<file path="config.mk">
export PLATFORM = sky130hd
export DESIGN_NAME = sprite_render_engine
export DESIGN_NICKNAME = d
export VERILOG_FILES = /design/src/rtl/sprite_pkg.sv /design/src/rtl/sprite_rom.sv /design/src/rtl/sprite_render_engine.sv
export SDC_FILE = /design/constraint.sdc
export NUM_CORES = 1
export LEC_CHECK = 0
export ABC_AREA = 1
export BUFFER_PORTS_ARGS = -buffer_cell sky130_fd_sc_hd__buf_2
export CAP_MARGIN = 20
export CORE_ASPECT_RATIO = 0.75
export CORE_MARGIN = 4
export CORE_UTILIZATION = 45
export DETAILED_ROUTE_END_ITERATION = 10
export PLACE_DENSITY = 0.63
export SKIP_CTS_REPAIR_TIMING = 1
export SLEW_MARGIN = 10
export SYNTH_ARGS = -nofsm -noshare
export SYNTH_HDL_FRONTEND = slang
export SYNTH_HIERARCHICAL = 1
export SYNTH_SLANG_ARGS = --single-unit
</file>
<file path="constraint.sdc">
create_clock -name clock_50 -period 3.93 [get_ports clock_50]
set_input_delay 0.5895 -clock clock_50 [delete_from_list [all_inputs] [get_ports clock_50]]
set_output_delay 0.5895 -clock clock_50 [all_outputs]
set_load 0.01 [all_outputs]
</file>
<file path="src/rtl/sprite_pkg.sv">
// rtl/sprite_pkg.sv - shared types, colours and 5x5 bitmaps for the sprite renderer
package sprite_pkg;

    typedef enum logic [1:0] {
        ORIENT_LEFT  = 2'b00,
        ORIENT_RIGHT = 2'b01,
        ORIENT_UP    = 2'b10,
        ORIENT_DOWN  = 2'b11
    } orient_t;

    typedef enum logic [1:0] {
        ST_IDLE,
        ST_LATCH,
        ST_DRAW,
        ST_DONE
    } state_t;

    localparam logic [2:0] COLOR_ERASE  = 3'b000;
    localparam logic [2:0] COLOR_PACMAN = 3'b110;
    localparam logic [2:0] COLOR_FRIGHT = 3'b111;

    // Row r occupies bits [r*5 +: 5]; bit 0 of each row is px=0.
    localparam logic [24:0] PAC_LEFT  = {5'b00111, 5'b00011, 5'b00111, 5'b11111, 5'b01111};
    localparam logic [24:0] PAC_RIGHT = {5'b11111, 5'b11110, 5'b11111, 5'b01111, 5'b00111};
    localparam logic [24:0] PAC_UP    = {5'b01110, 5'b11111, 5'b11111, 5'b11011, 5'b11011};
    localparam logic [24:0] PAC_DOWN  = {5'b11011, 5'b11011, 5'b11111, 5'b11111, 5'b01110};
    localparam logic [24:0] GHOST     = {5'b00000, 5'b01110, 5'b01110, 5'b01010, 5'b00100};

    function automatic logic [2:0] ghost_color(input logic [1:0] idx);
        case (idx)
            2'd0:    return 3'b001;
            2'd1:    return 3'b100;
            2'd2:    return 3'b010;
            default: return 3'b110;
        endcase
    endfunction

endpackage

</file>
<file path="src/rtl/sprite_rom.sv">
// rtl/sprite_rom.sv - combinational sprite bitmap lookup
module sprite_rom
    import sprite_pkg::*;
#(
    parameter int SEL_W = 3,
    parameter int PX_W  = 3,
    parameter int PY_W  = 3
) (
    input  logic [SEL_W-1:0] char_idx,
    input  logic [1:0]       orientation,
    input  logic [PY_W-1:0]  py,
    input  logic [PX_W-1:0]  px,
    output logic             pixel
);

    logic [24:0] bitmap;
    logic [4:0]  bit_idx;

    always_comb begin
        bitmap  = GHOST;
        pixel   = 1'b0;
        bit_idx = 5'(32'(py) * 5 + 32'(px));
        if (char_idx == '0) begin
            case (orient_t'(orientation))
                ORIENT_LEFT:  bitmap = PAC_LEFT;
                ORIENT_RIGHT: bitmap = PAC_RIGHT;
                ORIENT_UP:    bitmap = PAC_UP;
                default:      bitmap = PAC_DOWN;
            endcase
        end
        // Sprites larger than the 5x5 art draw nothing outside it.
        if (32'(px) < 5 && 32'(py) < 5)
            pixel = bitmap[bit_idx];
    end

endmodule

</file>
<file path="src/rtl/sprite_render_engine.sv">
// rtl/sprite_render_engine.sv - walks all characters once per start and streams their pixels to VGA
module sprite_render_engine
    import sprite_pkg::*;
#(
    parameter int NUM_CHARS = 5,
    parameter int SPRITE_W  = 5,
    parameter int SPRITE_H  = 5,
    parameter int CELL      = 7,
    parameter int ORIGIN    = 1,
    parameter int COORD_W   = 8,
    parameter int COLOR_W   = 3,
    localparam int SEL_W    = (NUM_CHARS > 1) ? $clog2(NUM_CHARS) : 1
) (
    input  logic               clock_50,
    input  logic               reset,
    input  logic               start,
    input  logic               erase,
    input  logic               frightened,
    input  logic [1:0]         pacman_orientation,
    output logic [SEL_W-1:0]   char_sel,
    input  logic [COORD_W-1:0] char_x,
    input  logic [COORD_W-1:0] char_y,
    input  logic               char_visible,
    output logic [COORD_W-1:0] vga_x,
    output logic [COORD_W-1:0] vga_y,
    output logic [COLOR_W-1:0] vga_color,
    output logic               vga_plot,
    output logic               busy,
    output logic               done
);

    localparam int PX_W = (SPRITE_W > 1) ? $clog2(SPRITE_W) : 1;
    localparam int PY_W = (SPRITE_H > 1) ? $clog2(SPRITE_H) : 1;

    state_t             state, state_nxt;
    logic [PX_W-1:0]    px;
    logic [PY_W-1:0]    py;
    logic [COORD_W-1:0] cx_q, cy_q;
    logic               vis_q, erase_q, fright_q;
    logic [1:0]         orient_q;
    logic               pix_bit;
    logic [2:0]         color_sel;
    logic               last_px, last_py, last_char;

    assign last_px   = (px == PX_W'(SPRITE_W - 1));
    assign last_py   = (py == PY_W'(SPRITE_H - 1));
    assign last_char = (char_sel == SEL_W'(NUM_CHARS - 1));
    assign busy      = (state == ST_LATCH) || (state == ST_DRAW);
    assign done      = (state == ST_DONE);

    sprite_rom #(
        .SEL_W(SEL_W),
        .PX_W (PX_W),
        .PY_W (PY_W)
    ) u_rom (
        .char_idx   (char_sel),
        .orientation(orient_q),
        .py         (py),
        .px         (px),
        .pixel      (pix_bit)
    );

    always_ff @(posedge clock_50 or posedge reset) begin
        if (reset) state <= ST_IDLE;
        else       state <= state_nxt;
    end

    always_comb begin
        state_nxt = state;
        case (state)
            ST_IDLE:  if (start) state_nxt = ST_LATCH;
            ST_LATCH: state_nxt = ST_DRAW;
            ST_DRAW:  if (last_px && last_py) state_nxt = last_char ? ST_DONE : ST_LATCH;
            default:  state_nxt = ST_IDLE;
        endcase
    end

    always_ff @(posedge clock_50 or posedge reset) begin
        if (reset) begin
            char_sel <= '0;
            px       <= '0;
            py       <= '0;
            cx_q     <= '0;
            cy_q     <= '0;
            vis_q    <= 1'b0;
            erase_q  <= 1'b0;
            fright_q <= 1'b0;
            orient_q <= 2'b00;
        end else begin
            case (state)
                ST_IDLE: begin
                    if (start) begin
                        erase_q  <= erase;
                        fright_q <= frightened;
                        orient_q <= pacman_orientation;
                    end
                end
                ST_LATCH: begin
                    cx_q  <= char_x;
                    cy_q  <= char_y;
                    vis_q <= char_visible;
                    px    <= '0;
                    py    <= '0;
                end
                ST_DRAW: begin
                    if (last_px) begin
                        px <= '0;
                        py <= py + 1'b1;
                        if (last_py && !last_char)
                            char_sel <= char_sel + 1'b1;
                    end else begin
                        px <= px + 1'b1;
                    end
                end
                default: char_sel <= '0;
            endcase
        end
    end

    always_comb begin
        color_sel = COLOR_PACMAN;
        if (erase_q)
            color_sel = COLOR_ERASE;
        else if (char_sel != '0)
            color_sel = fright_q ? COLOR_FRIGHT : ghost_color(2'(char_sel - 1'b1));
    end

    // Pixel outputs trail the DRAW slot that produced them by one clock.
    always_ff @(posedge clock_50 or posedge reset) begin
        if (reset) begin
            vga_x     <= '0;
            vga_y     <= '0;
            vga_color <= '0;
            vga_plot  <= 1'b0;
        end else begin
            vga_plot <= 1'b0;
            if (state == ST_DRAW) begin
                vga_x     <= COORD_W'(cx_q * COORD_W'(CELL) + COORD_W'(px) + COORD_W'(ORIGIN));
                vga_y     <= COORD_W'(cy_q * COORD_W'(CELL) + COORD_W'(py) + COORD_W'(ORIGIN));
                vga_color <= COLOR_W'(color_sel);
                vga_plot  <= vis_q && (erase_q || pix_bit);
            end
        end
    end

endmodule

</file>
==> impl_metrics.env <==
export IMPL_grt_overflow_total=0
export IMPL_pin_count=49
export IMPL_start_util_pct=46.29
export IMPL_start_kind="flop"
export IMPL_grt_pass1_wl_um=13880
export IMPL_synthCells=479
export IMPL_fp_dieW_um=115.9
export IMPL_clk_latency_ns=0.29
export IMPL_final_nets=616
export IMPL_final_max_slew_viol_count=0
export IMPL_setup_viol=0
export IMPL_cp_required_ns=4.14
export IMPL_die_area_mm2=0.01031
export IMPL_rsz0062_at_grt="no"
export IMPL_synth_most_common_cell="nand2_1"
export IMPL_power_leakage_nw=2.370
export IMPL_yosys_area_top_type_share_pct=33.11
export IMPL_worstPathArrival_ns=2.87
export IMPL_slew_headroom_pct=38.80
export IMPL_cts_max_path_buffers=2
export IMPL_ys_top_cells_by_count="123 x nand2_1, 62 x inv_1, 52 x dfrtp_1"
export IMPL_drive_gt1_share_pct=14.93
export IMPL_syn_nets=567
export IMPL_clk_pin_slew_ns=0.07
export IMPL_ir_drop_mv=0.2569
export IMPL_synth_top_area_cell="dfrtp_1"
export IMPL_hold_viol_final=0
export IMPL_critPathKind="flop to flop"
export IMPL_max_freq_mhz=376.7
export IMPL_wl_per_cell_um=13.18
export IMPL_endpoint_kind="flop"
export IMPL_cts_tree="done"
export IMPL_cts_root_buffer_cell="clkbuf_16"
export IMPL_drc=0
export IMPL_rows=29
export IMPL_syn_area_per_cell_um2=8.205
export IMPL_fin_crit_ns=2.655
export IMPL_core_mm2=0.008491
export IMPL_drt_iter0_drc=199
export IMPL_period_share_pct=67.55
export IMPL_vias=3224
export IMPL_finClkSkew_ns=0.004958
export IMPL_cts_max_level=2
export IMPL_io_buffers=48
export IMPL_syn_area_mm2=0.003930
export IMPL_finalSetupTns_ns=0
export IMPL_routabilityCongestion=0.8452
export IMPL_grt_pass1_vias=2990
export IMPL_synth_distinct_cells=37
export IMPL_synthTopCellsByArea="dfrtp_1 33%, ha_1 16%, nand2_1 12%"
export IMPL_max_cap_viol_count=0
export IMPL_p_per_area_mw_per_mm2=357.3
export IMPL_cts_sinks=52
export IMPL_hpwl_um=6622
export IMPL_min_path_cells=2
export IMPL_routed_wl_um=8393
export IMPL_crit_path_max_fanout=6
export IMPL_synth_seq_cells=52
export IMPL_synth_edff_count=0
export IMPL_hp_class="flop to flop"
export IMPL_antenna_found_initial=0
export IMPL_grt_max_degree=42
export IMPL_yosys_warnings=6
export IMPL_diodes=0
export IMPL_grt_usage_pct=17.15
export IMPL_dr_pass1_iters=4
export IMPL_status="complete, no violations"
export IMPL_dieHeight_um=88.93
export IMPL_avgViaCountPerCell=5.061
export IMPL_r2r_cells=8
export IMPL_ant_nets=0
export IMPL_ys_async_sr_fraction_pct=100.0
export IMPL_ys_seq_area_share_pct=33.11
export IMPL_postLayoutCoreUtil_pct=52.33
export IMPL_yosys_most_used_dff="dfrtp_1"
export IMPL_worstMarginPinSlew_ns=0.9166
export IMPL_synthToLayoutAreaGrowth_pct=13.05
export IMPL_cts_made_buffers=5
[routing by layer]
| metal | part of all wire, % | vias up | GRT usage, % |
|---|---|---|---|
| met1 | 51 | 1503 | 26.00 |
| met5 | 0 | - | 0 |
| met2 | 44 | 62 | 25.69 |
| met4 | 0.70 | 0 | 3.372 |
| met3 | 4.5 | 6 | 3.248 |
| li1 | - | 1653 | - |
[cell families (layout without fill, tap and decap cells)]
kind of cell               after synthesis  in the layout  share of synthesized area [%]
and+or+nand+nor                        204            204                          22.92
buffers and inverters                   78            128                          7.832
adders and majority gates               64             64                          23.24
AOI/OAI and AO/OA                       63             63                          8.692
DFF                                     52             52                          33.11
xor gates and xnor gates                15             15                          3.343
muxes                                    3              3                         0.8595
[through the flow]
| stage | instance area [µm²] | total power, W | cells | hold slack, ns | setup WS (ns) |
|---|---|---|---|---|---|
| after detailed placement | 4279 | 0.001107 | 629 | 0.4607 | 1.278 |
| final | 4443 | 0.001587 | 637 | 0.4727 | 1.275 |
| after global routing | 4443 | 0.001708 | 637 | 0.5008 | 1.070 |
| after global placement | 4279 | 0.001092 | 629 | 0.4511 | 1.374 |
| after floorplan | 3930 | 0.0009572 | 479 | 0.4746 | 1.467 |
| after CTS | 4443 | 0.001611 | 637 | 0.4793 | 1.248 |
[path summary, 6_finish.rpt]
path / from / endpoint / slack [ns]
min reg2reg: vga_y[7] / vga_y[7] / 0.47
max reg2reg: cx_q[1] / vga_x[5] / 1.28
max: cx_q[1] / vga_x[5] / 1.28
max in group asynchronous: reset / py[1] / 2.71
min: vga_y[7] / vga_y[7] / 0.47
min in group asynchronous: reset / char_sel[0] / 0.49
[worst max-delay path, cell delays in order (launching register included)]
cell     delay, ns
dfrtp_1       0.47
fa_1          0.52
fa_1          0.54
inv_1         0.07
fa_1          0.44
inv_1         0.14
a21oi_2       0.08
or2_1         0.20
a31oi_1       0.13
[sequential cells by signal, indices dropped and copies added (netlist names)]
register and flops:
erase_q 1, state 2, vga_x 8, px 3, vga_y 8, orient_q 2
char_sel 3, vga_color 3, cy_q 8, fright_q 1, py 3, vis_q 1
cx_q 8, vga_plot 1
[power breakdown]
group          switching [W]  leakage [nW]  internal [W]  total (W)
registers          0.0000418         0.604      0.000601   0.000643
clock network       0.000194        0.0808      0.000300   0.000493
logic               0.000263          1.68      0.000188   0.000451
total               0.000498          2.37       0.00109    0.00159
[cell usage in the layout, fill, tap and decap left out, drive strengths merged]
cell and instances:
o211ai 2, o22ai 1, a22o 1, nand3 42, nand3b 1, or2 4, nor2 16, xnor2 8
nor3 5, clkinv 2, and2 1, buf 51, a31oi 2, nand2 126, dfrtp 52, nor3b 1
clkbuf 6, o21ai 36, fa 15, o31ai 1, nand4 7, a21oi 20, mux2 3, and3 1
inv 68, bufinv 1, xor2 7, ha 49
[layout make-up]
| type | instances | area [µm²] |
|---|---|---|
| Timing Repair Buffer | 51 | 262.8 |
| Sequential cell | 52 | 1301 |
| Fill cell | 837 | 4048 |
| Multi-Input combinational cell | 349 | 2321 |
| Inverter | 69 | 259.0 |
| Clock inverter | 2 | 35.03 |
| Clock buffer | 6 | 128.9 |
| Tap cell | 108 | 135.1 |
Note: power is estimated with default switching activity, not from simulation.
